==> config.mk <==
export PLATFORM = sky130hd
export DESIGN_NAME = ex_div_seq
export DESIGN_NICKNAME = d
export VERILOG_FILES = /design/src/rtl/ex_div_seq.sv
export SDC_FILE = /design/constraint.sdc
export NUM_CORES = 1
export LEC_CHECK = 0
export ABC_AREA = 1
export ABC_CLOCK_PERIOD_IN_PS = 6310
export CAP_MARGIN = 10
export CORE_UTILIZATION = 40
export CTS_CLUSTER_DIAMETER = 150
export CTS_CLUSTER_SIZE = 10
export DETAILED_ROUTE_END_ITERATION = 8
export SETUP_SLACK_MARGIN = 0.15
export SYNTH_ARGS = -nofsm -noshare
export SYNTH_HDL_FRONTEND = slang
export SYNTH_SLANG_ARGS = --single-unit
==> constraint.sdc <==
create_clock -name clk -period 6.31 [get_ports clk]
set_input_delay 1.262 -clock clk [delete_from_list [all_inputs] [get_ports clk]]
set_output_delay 1.262 -clock clk [all_outputs]
set_load 0.03 [all_outputs]
==> src/rtl/ex_div_seq.sv <==
`default_nettype none
// ============================================================================
// Module      : ex_div_seq
// Description : RV32M DIV/DIVU/REM/REMU sequencer beside the EX-stage ALU.
//               Radix-2 restoring divider; holds the pipeline front while busy.
// Revision    : 1.0 - initial release
// ============================================================================
module ex_div_seq #(
    parameter int unsigned XLEN      = 32,
    parameter bit          FAST_SPEC = 1'b1
) (
    input  logic            clk,
    input  logic            rst_ni,
    input  logic            start_i,
    input  logic            squash_i,
    input  logic            stall_i,
    input  logic [1:0]      op_i,
    input  logic [XLEN-1:0] op1_i,
    input  logic [XLEN-1:0] op2_i,
    output logic            stall_o,
    output logic            done_o,
    output logic [XLEN-1:0] result_o
);

    localparam int unsigned     CNT_W    = (XLEN > 1) ? $clog2(XLEN) : 1;
    localparam logic [CNT_W-1:0] CNT_INIT = CNT_W'(XLEN - 1);
    localparam logic [XLEN-1:0]  MIN_NEG  = {1'b1, {(XLEN-1){1'b0}}};

    typedef enum logic [1:0] {
        S_IDLE = 2'd0,
        S_CALC = 2'd1,
        S_FIX  = 2'd2,
        S_DONE = 2'd3
    } state_e;

    state_e            state_q, state_d;
    logic [CNT_W-1:0]  cnt_q, cnt_d;
    logic [XLEN-1:0]   dvd_q, dvd_d;     // dividend shifts out, quotient shifts in
    logic [XLEN-1:0]   rem_q, rem_d;
    logic [XLEN-1:0]   dsr_q, dsr_d;
    logic              is_rem_q, is_rem_d;
    logic              neg_quo_q, neg_quo_d;
    logic              neg_rem_q, neg_rem_d;
    logic [XLEN-1:0]   result_q, result_d;

    logic              w_signed, w_sign1, w_sign2, w_div_zero, w_overflow, w_accept;
    logic [XLEN-1:0]   w_abs1, w_abs2, w_spec_res, w_quo, w_rmd;
    logic [XLEN:0]     w_rem_sh, w_rem_sub;
    logic              w_ge;

    always_comb begin
        w_signed   = ~op_i[0];
        w_sign1    = w_signed & op1_i[XLEN-1];
        w_sign2    = w_signed & op2_i[XLEN-1];
        w_abs1     = w_sign1 ? (~op1_i + XLEN'(1)) : op1_i;
        w_abs2     = w_sign2 ? (~op2_i + XLEN'(1)) : op2_i;
        w_div_zero = (op2_i == '0);
        w_overflow = w_signed & (op1_i == MIN_NEG) & (op2_i == '1);
        w_accept   = start_i & ~squash_i;

        if (w_div_zero) begin
            w_spec_res = op_i[1] ? op1_i : '1;
        end else begin
            w_spec_res = op_i[1] ? '0 : MIN_NEG;
        end

        // One restoring step on an XLEN+1 bit partial remainder.
        w_rem_sh  = {rem_q, dvd_q[XLEN-1]};
        w_ge      = (w_rem_sh >= {1'b0, dsr_q});
        w_rem_sub = w_rem_sh - {1'b0, dsr_q};

        w_quo = neg_quo_q ? (~dvd_q + XLEN'(1)) : dvd_q;
        w_rmd = neg_rem_q ? (~rem_q + XLEN'(1)) : rem_q;
    end

    always_comb begin
        state_d   = state_q;
        cnt_d     = cnt_q;
        dvd_d     = dvd_q;
        rem_d     = rem_q;
        dsr_d     = dsr_q;
        is_rem_d  = is_rem_q;
        neg_quo_d = neg_quo_q;
        neg_rem_d = neg_rem_q;
        result_d  = result_q;
        stall_o   = 1'b0;
        done_o    = 1'b0;

        unique case (state_q)
            S_IDLE: begin
                if (w_accept) begin
                    stall_o   = 1'b1;
                    is_rem_d  = op_i[1];
                    dvd_d     = w_abs1;
                    dsr_d     = w_abs2;
                    rem_d     = '0;
                    cnt_d     = CNT_INIT;
                    // A zero divisor yields all-ones quotient regardless of dividend sign.
                    neg_quo_d = (w_sign1 ^ w_sign2) & ~w_div_zero;
                    neg_rem_d = w_sign1;
                    if (FAST_SPEC && (w_div_zero || w_overflow)) begin
                        result_d = w_spec_res;
                        state_d  = S_DONE;
                    end else begin
                        state_d  = S_CALC;
                    end
                end
            end
            S_CALC: begin
                stall_o = 1'b1;
                rem_d   = w_ge ? w_rem_sub[XLEN-1:0] : w_rem_sh[XLEN-1:0];
                dvd_d   = {dvd_q[XLEN-2:0], w_ge};
                if (squash_i) begin
                    state_d = S_IDLE;
                end else if (cnt_q == '0) begin
                    state_d = S_FIX;
                end else begin
                    cnt_d = cnt_q - CNT_W'(1);
                end
            end
            S_FIX: begin
                stall_o = 1'b1;
                if (squash_i) begin
                    state_d = S_IDLE;
                end else begin
                    result_d = is_rem_q ? w_rmd : w_quo;
                    state_d  = S_DONE;
                end
            end
            S_DONE: begin
                done_o = 1'b1;
                if (!stall_i) begin
                    state_d = S_IDLE;
                end
            end
            default: state_d = S_IDLE;
        endcase
    end

    always_ff @(posedge clk or negedge rst_ni) begin
        if (!rst_ni) begin
            state_q   <= S_IDLE;
            cnt_q     <= '0;
            dvd_q     <= '0;
            rem_q     <= '0;
            dsr_q     <= '0;
            is_rem_q  <= 1'b0;
            neg_quo_q <= 1'b0;
            neg_rem_q <= 1'b0;
            result_q  <= '0;
        end else begin
            state_q   <= state_d;
            cnt_q     <= cnt_d;
            dvd_q     <= dvd_d;
            rem_q     <= rem_d;
            dsr_q     <= dsr_d;
            is_rem_q  <= is_rem_d;
            neg_quo_q <= neg_quo_d;
            neg_rem_q <= neg_rem_d;
            result_q  <= result_d;
        end
    end

    assign result_o = result_q;

endmodule
`default_nettype wire

Word level (Yosys, flattened, before mapping)
Index checks and enable logic that the tools add are counted.
W data, S select, Z words.
{ "classes": {"n_addsub": 6, "order_cmp": 1, "n_eq_ne": 12, "mux": 31, "bitwise_logic": 14, "n_reduce_logical": 12} }
{ "ops": {"columns": ["operator", "count"], "rows": [
  ["$mux W32", 14],
  ["$pmux W32 S2", 3],
  ["$add A32 B1 Y32 const B", 4],
  ["$not A32 Y32", 4],
  ["$eq A32 B32 Y1 const B", 2],
  ["$ge A33 B32 Y1", 1],
  ["$logic_not A32 Y1", 1],
  ["$sub A32 B32 Y32", 1],
  ["$mux W5", 3],
  ["$mux W2", 6],
  ["$ne A2 B2 Y1 const B", 6],
  ["$pmux W5 S2", 1],
  ["$pmux W2 S4", 1],
  ["$reduce_and A4 Y1", 2],
  ["$and A1 B1 Y1", 6],
  ["$logic_not A5 Y1", 1],
  ["$sub A5 B1 Y5 const B", 1],
  ["$eq A2 B2 Y1 const B", 2],
  ["$reduce_and A2 Y1", 2],
  ["$reduce_bool A2 Y1", 2],
  ["$ne A3 B3 Y1 const B", 1],
  ["$not A1 Y1", 3],
  ["$reduce_and A3 Y1", 1],
  ["$eq A2 B1 Y1 const B", 1],
  ["other kinds (6)", 7]
]} }
{ "totals": {"reg_bits": 138, "output_inout_bits": 34, "elab_cells": 85} }

Logic depth before layout (Yosys ltp)
{ "logic_depth": {"word_depth": 7, "mapped_depth": 18} }

Worst setup path after synthesis
Ideal clock, no wire load.
{ "synth_timing": {"path_kind": "in2out", "start": "in squash_i", "end": "out stall_o", "arrival_time_ns": 2.445, "slack_ns": 2.603, "cell_stages": 5, "path_cell_list": "nor3_4 -> inv_2 -> clkbuf_1 -> clkbuf_1 -> a21oi_1"} }
{ "synth_between": {"elab_chain_len": 4} }
{ "synth_rtl": {"columns": ["element", "line_no", "text"], "rows": [
  ["start: declaration", "15", "input logic squash_i,"],
  ["$not A1 Y1", "59", "w_accept = start_i & ~squash_i;"],
  ["$and A1 B1 Y1", "59", null],
  ["$mux W1", "91", "if (w_accept) begin"],
  ["$pmux W1 S2", "89", "unique case (state_q)"],
  ["end: declaration", "20", "output logic stall_o,"]
]} }
Every way passes these cells.

Worst setup path in the final report
Same ends and word-level chain as after synthesis.

==> metrics.md <==
| Metric | Value |
|---|---|
| Status | `finished clean` |
| Grt ovf | `0` |
| Core Area | `30910 µm²` |
| Ant. Diodes | `0` |
| Share of layout cells above drive strength 1 | `about 4.3%` |
| # Post-CTS Setup Buffers | `0` |
| IO buf count | `104` |
| Final WL | `42.93 mm` |
| Required time of the critical path | `5050 ps` |
| EDFF count, synth | `0` |
| Synth area leaders | `dfrtp_1 (27%), nand2_1 (18%), nand3_1 (8.9%)` |
| Post-synth net total | `2194` |
| Max VDD drop | `0.0003363 V` |
| Post-synth top area share | `27.14%` |
| Avg Inst Size Synth | `6.120 µm²` |
| Global-route wire length before repair | `68.75 mm` |
| Hold Vio Cnt, Final | `0` |
| Main synth FF type | `dfrtp_1` |
| Crit path cell chain | `clkdlybuf4s50_1, nor3_4, buf_4, inv_2, a21oi_1, clkdlybuf4s50_1` |
| Total CTS buffers | `17` |
| Slew @ Worst Pin | `between 1000 and 1500 ps` |
| Register area share after synthesis | `a little over a quarter` |
| Sum of negative setup slack | `0 ps` |
| H-tree depth | `4` |
| Post-Synthesis Cell Area | `12720 µm²` |
| Most frequent cells after synthesis | `nand2_1 (613), inv_1 (235), nand3_1 (226)` |
| DP Wirelength | `33.38 mm` |
| Global-route usage over all layers | `26.52%` |
| WL per Instance | `around 17 µm` |
| CP Capture Type | `output pin` |
| RSZ-0062 raised after global routing | `false` |
| Starting DRT DRC Count | `1230` |
| Nets@finish | `2258` |
| Clock transition at path regs | `70 ps` |
| Tcrit/Tclk final | `74.83%` |
| Vias in the first global route | `12.70k` |
| Initial antenna violation count | `0` |
| # IOs | `105` |
| First-pass iteration count of the detailed router | `5` |
| Hold buffer count at CTS | `0` |
| Die ar. | `32530 µm²` |
| Clk_lat worst skew | `roughly 440 ps` |
| Power Dens Cells | `583.1 nW/µm²` |
| Crit path max-delay cell type | `clkdlybuf4s50_1` |
| Synth Instances | `2079` |
| Clock sinks | `around 140` |
| Crit-path max FO | `49` |
| Area grow syn2layout | `14.76%` |
| Most numerous cell in the Yosys netlist | `nand2_1` |
| # rows | `64` |
| Max Cap Viol | `0` |
| Asr flop ratio synth | `100.0%` |
| Pleak | `0.007143 µW` |
| Peak Freq | `0.2118 GHz` |
| Slowest Stage Delay on Critical Path | `680 ps` |
| CTS resizes | `0` |
| Vias per cell | `5.445` |
| Cell variety after synth | `55` |
| Setup crit start kind | `input pin` |
| CTS tree | `yes` |
| Final Slew Violations | `0` |
| Worst hold slack | `about 480 ps` |
| Worst Hold Class | `register to register` |
| Initial Util | `41.16%` |
| Final Skew | `8.286 ps` |
| R2R Setup Slk | `3140 ps` |
| Routability Congestion | `between 0.9 and 1` |
| Die height | `180.4 µm` |
| Vias | `13.90k` |
| Setup Viol. Count Final | `0` |
| Kind of critical path | `input pin to output pin` |
| Post-DRT Antenna Nets | `0` |
| Max clock buf depth | `2` |
| Crit path DAT | `3460 ps` |
| Clock root cell | `clkbuf_16` |
| Largest net degree at the start of global routing | `82` |
| Min Tclk post-route | `4722 ps` |
| Synthesized flop and latch total | `~140` |
| Die Wd | `180.4 µm` |
| DRC | `0` |
| Critical Path Most Common Cell | `clkdlybuf4s50_1` |
| Yosys warnings | `0` |
| Rel. slew slack | `25.74%` |
| Cell taking the most area after synthesis | `dfrtp_1` |
-- cell usage in the layout (no fill, tap or decap), types with 4 or more instances in the layout --
cell / instances
a21oi_1: 118
buf_4: 12
clkbuf_16: 17
clkdlybuf4s50_1: 103
dfrtp_1: 138
ha_1: 43
inv_1: 235
inv_2: 5
inv_6: 7
inv_8: 5
nand2_1: 613
nand3_1: 226
nand3_2: 4
nand3b_1: 7
nand4_1: 37
nor2_1: 201
nor2_2: 12
nor2_4: 6
nor3_1: 20
o211ai_1: 21
o21ai_0: 207
o21ai_1: 12
or2_2: 4
xnor2_1: 23
xor2_1: 29
-- layer usage --
layer	GRT usage [%]	vias to the layer above	share of wire, %
met1	37.52	6449	46
met5	0	-	0
li1	-	6920	-
met4	8.889	0	2.8
met3	3.193	65	5.8
met2	41.71	461	45
-- worst paths after layout --
path	start	end	depth (start not counted)
worst max-delay path	squash_i	stall_o	6
worst min register to register	result_o[3]	result_o[3]	2
worst max register to register	state_q[1]	rem_q[26]	10
max in group asynchronous	rst_ni	neg_quo_q	2
worst min-delay path	result_o[3]	result_o[3]	2
min in group asynchronous	rst_ni	rem_q[9]	1
-- power breakdown --
group / leakage (µW) / total [µW] / internal, µW / switching (µW)
clock: 0.000296 / 1040 / 568 / 473
sequential: 0.00173 / 1710 / 1290 / 426
combinational: 0.00512 / 5760 / 1860 / 3900
-- final cells by class --
cell class / count / area, µm²
timing repair buffer: 116 / 1132
clock inverter: 15 / 172.7
multi-input combinational: 1627 / 8005
sequential: 138 / 3453
fill: 3311 / 16310
clock buffer: 17 / 425.4
tap: 396 / 495.5
inverter: 243 / 917.1
-- flip-flops by register name, summed over array words and instances, names as in the netlist --
signal     flops
cnt_q          5
dsr_q         32
dvd_q         32
is_rem_q       1
neg_quo_q      1
neg_rem_q      1
rem_q         32
result_o      32
state_q        2
-- kinds of logic (layout without fill, tap and decap cells) --
group | count (synthesis) | after routing | synth area share, %
xor gates and xnor gates | 52 | 52 | 3.579
DFF | 138 | 138 | 27.14
muxes | 1 | 1 | 0.07867
AOI/OAI and AO/OA | 381 | 381 | 15.88
and+or+nand+nor | 1149 | 1149 | 38.97
buffers and inverters | 314 | 391 | 9.962
adders and majority gates | 44 | 44 | 4.386
-- stage by stage --
stage / utilization, % / worst slack, ps / instances / power, µW / cell area, µm²
global route: 47.24 / 1435 / 2552 / 9318 / 14600
global placement: 45.30 / 1596 / 2520 / 7322 / 14000
detailed placement: 45.30 / 1595 / 2520 / 7390 / 14000
floorplan: - / 2603 / 2079 / 5772 / 12720
CTS: 47.24 / 1576 / 2552 / 8464 / 14600
finish: 47.24 / 1588 / 2552 / 8514 / 14600
-- critical path: cells and delay by family --
family | cells | cell delay (ps)
buf+inv | 4 | 1770
compound gates | 1 | 220
simple gates | 1 | 200
(Power assumes the default switching activity.)
==> RTL edit: new RTL, config.mk and constraints unchanged <==
Set the parameter `XLEN` to 16 (it was 32).
--- a/src/rtl/ex_div_seq.sv
+++ b/src/rtl/ex_div_seq.sv
@@ -6,7 +6,7 @@
 // Revision    : 1.0 - initial release
 // ============================================================================
 module ex_div_seq #(
-    parameter int unsigned XLEN      = 32,
+    parameter int unsigned XLEN      = 16,
     parameter bit          FAST_SPEC = 1'b1
 ) (
     input  logic            clk,
Interface: changed (resized op1_i, op2_i and result_o); port bits go from 105 to 57. The function was not compared with the original's and may differ.
==> RTL edit against the unedited design <==
- first-iteration DRC count fell by 52%
- critical endpoint unchanged
- routed wire length fell by 58%
- power fell by 53%
- design area fell by 50%
- count of clock-buffer cells in the layout fell by 6
- worst hold slack improved by 6.1 ps
- critical path type unchanged
- sequential cell count fell by 65
- synthesized area fell by 51%
- maximum frequency rose by 12%
- highest routed layer unchanged
- worst setup slack improved by 490 ps
==> RTL edit: results (changes against the unedited design) <==
status: "finished clean"
fin_skew_ps: 10.10  # +1.814 ps
layout.nonclk_buf_share_pct: 7.765  # +0.010 points
p_seq_uw: 919  # -46%
nClkBuffers: 11  # -6
post_synth_xor_area_fraction_pct: 3.348  # -0.23 points
slew_headroom_pct: 22.44  # -3.3 points
m1WireLength_um: 9092  # -54%
clkPwrFrac_pct: 14.7  # +2.5 points
power_frac_seq_pct: 22.7  # +2.6 points
nMultiInputCombCells: 753  # -54%
hold_slack_ps: 487.6  # +6.066 ps
clock_latency_ps: 340  # -100 ps
grtUsageMet2_pct: 35.65  # -6.1 points
min_to: "result_o[1]"
nNonClkBuffers: 57  # -51%
yosysSeqAreaShare_pct: 29.10  # +2.0 points
drive_gt1_share_pct: 6.140  # +1.9 points
met3_usage_pct: 4.523  # +1.3 points
netlist_top_cells_count: "260 x nand2_1, 118 x inv_1, 118 x nand3_1"
drt_iter0_markers: 590  # -52%
portBuffers: 56  # -46%
wl_met2_um: 7707  # -60%
ys_types: 42  # -24%
finish.utilization_pct: 47.73  # +0.49 points
synth-compound-area-share_pct: 14.51  # -1.4 points
design_area_mm2: 0.007283  # -50%
nFillCells: 1621  # -51%
rrSetupSlack_ps: 2790  # -350 ps
grt_start_max_net_pins: 74  # -9.8%
rr_endpoint: "cnt_q[3]"
synth_fa_ha_area_share_pct: 5.500  # +1.1 points
worstHoldStart: "result_o[1]"
cts_made_buffers: 9  # -8
placed_cells: 1221  # -52%
met1_usage_pct: 35.41  # -2.1 points
clock_area_share_pct: 4.621  # +0.53 points
[RTL edit: cell count changes after synthesis, sizes merged, moves of 13 or more]
cell,change
ha,-17
nand4,-17
o21ai,-121
nor2,-123
nor3,-17
nand2,-340
nand3,-110
buf,-14
o211ai,-13
a21oi,-65
inv,-115
xor2,-16
clkbuf,-28
dfrtp,-65
[RTL edit: worst max path at each step]
stage | from | to | slack [ps] | cells past startpoint
2_1_floorplan | squash_i | stall_o | 2860 | 4
3_3_place_gp | squash_i | cnt_q[3] | 2060 | 10
3_5_place_dp | squash_i | cnt_q[3] | 2030 | 10
4_1_cts | squash_i | stall_o | 2070 | 6
5_1_grt | squash_i | stall_o | 1990 | 6
6_report | squash_i | stall_o | 2080 | 6
[RTL edit: kinds of logic after synthesis]
family | Yosys count
flip-flops | 73
adder cells (fa/ha/maj) | 27
buffers and inverters | 156
AND/OR/NAND/NOR | 531
AO/OA/AOI/OAI | 171
XOR/XNOR | 24
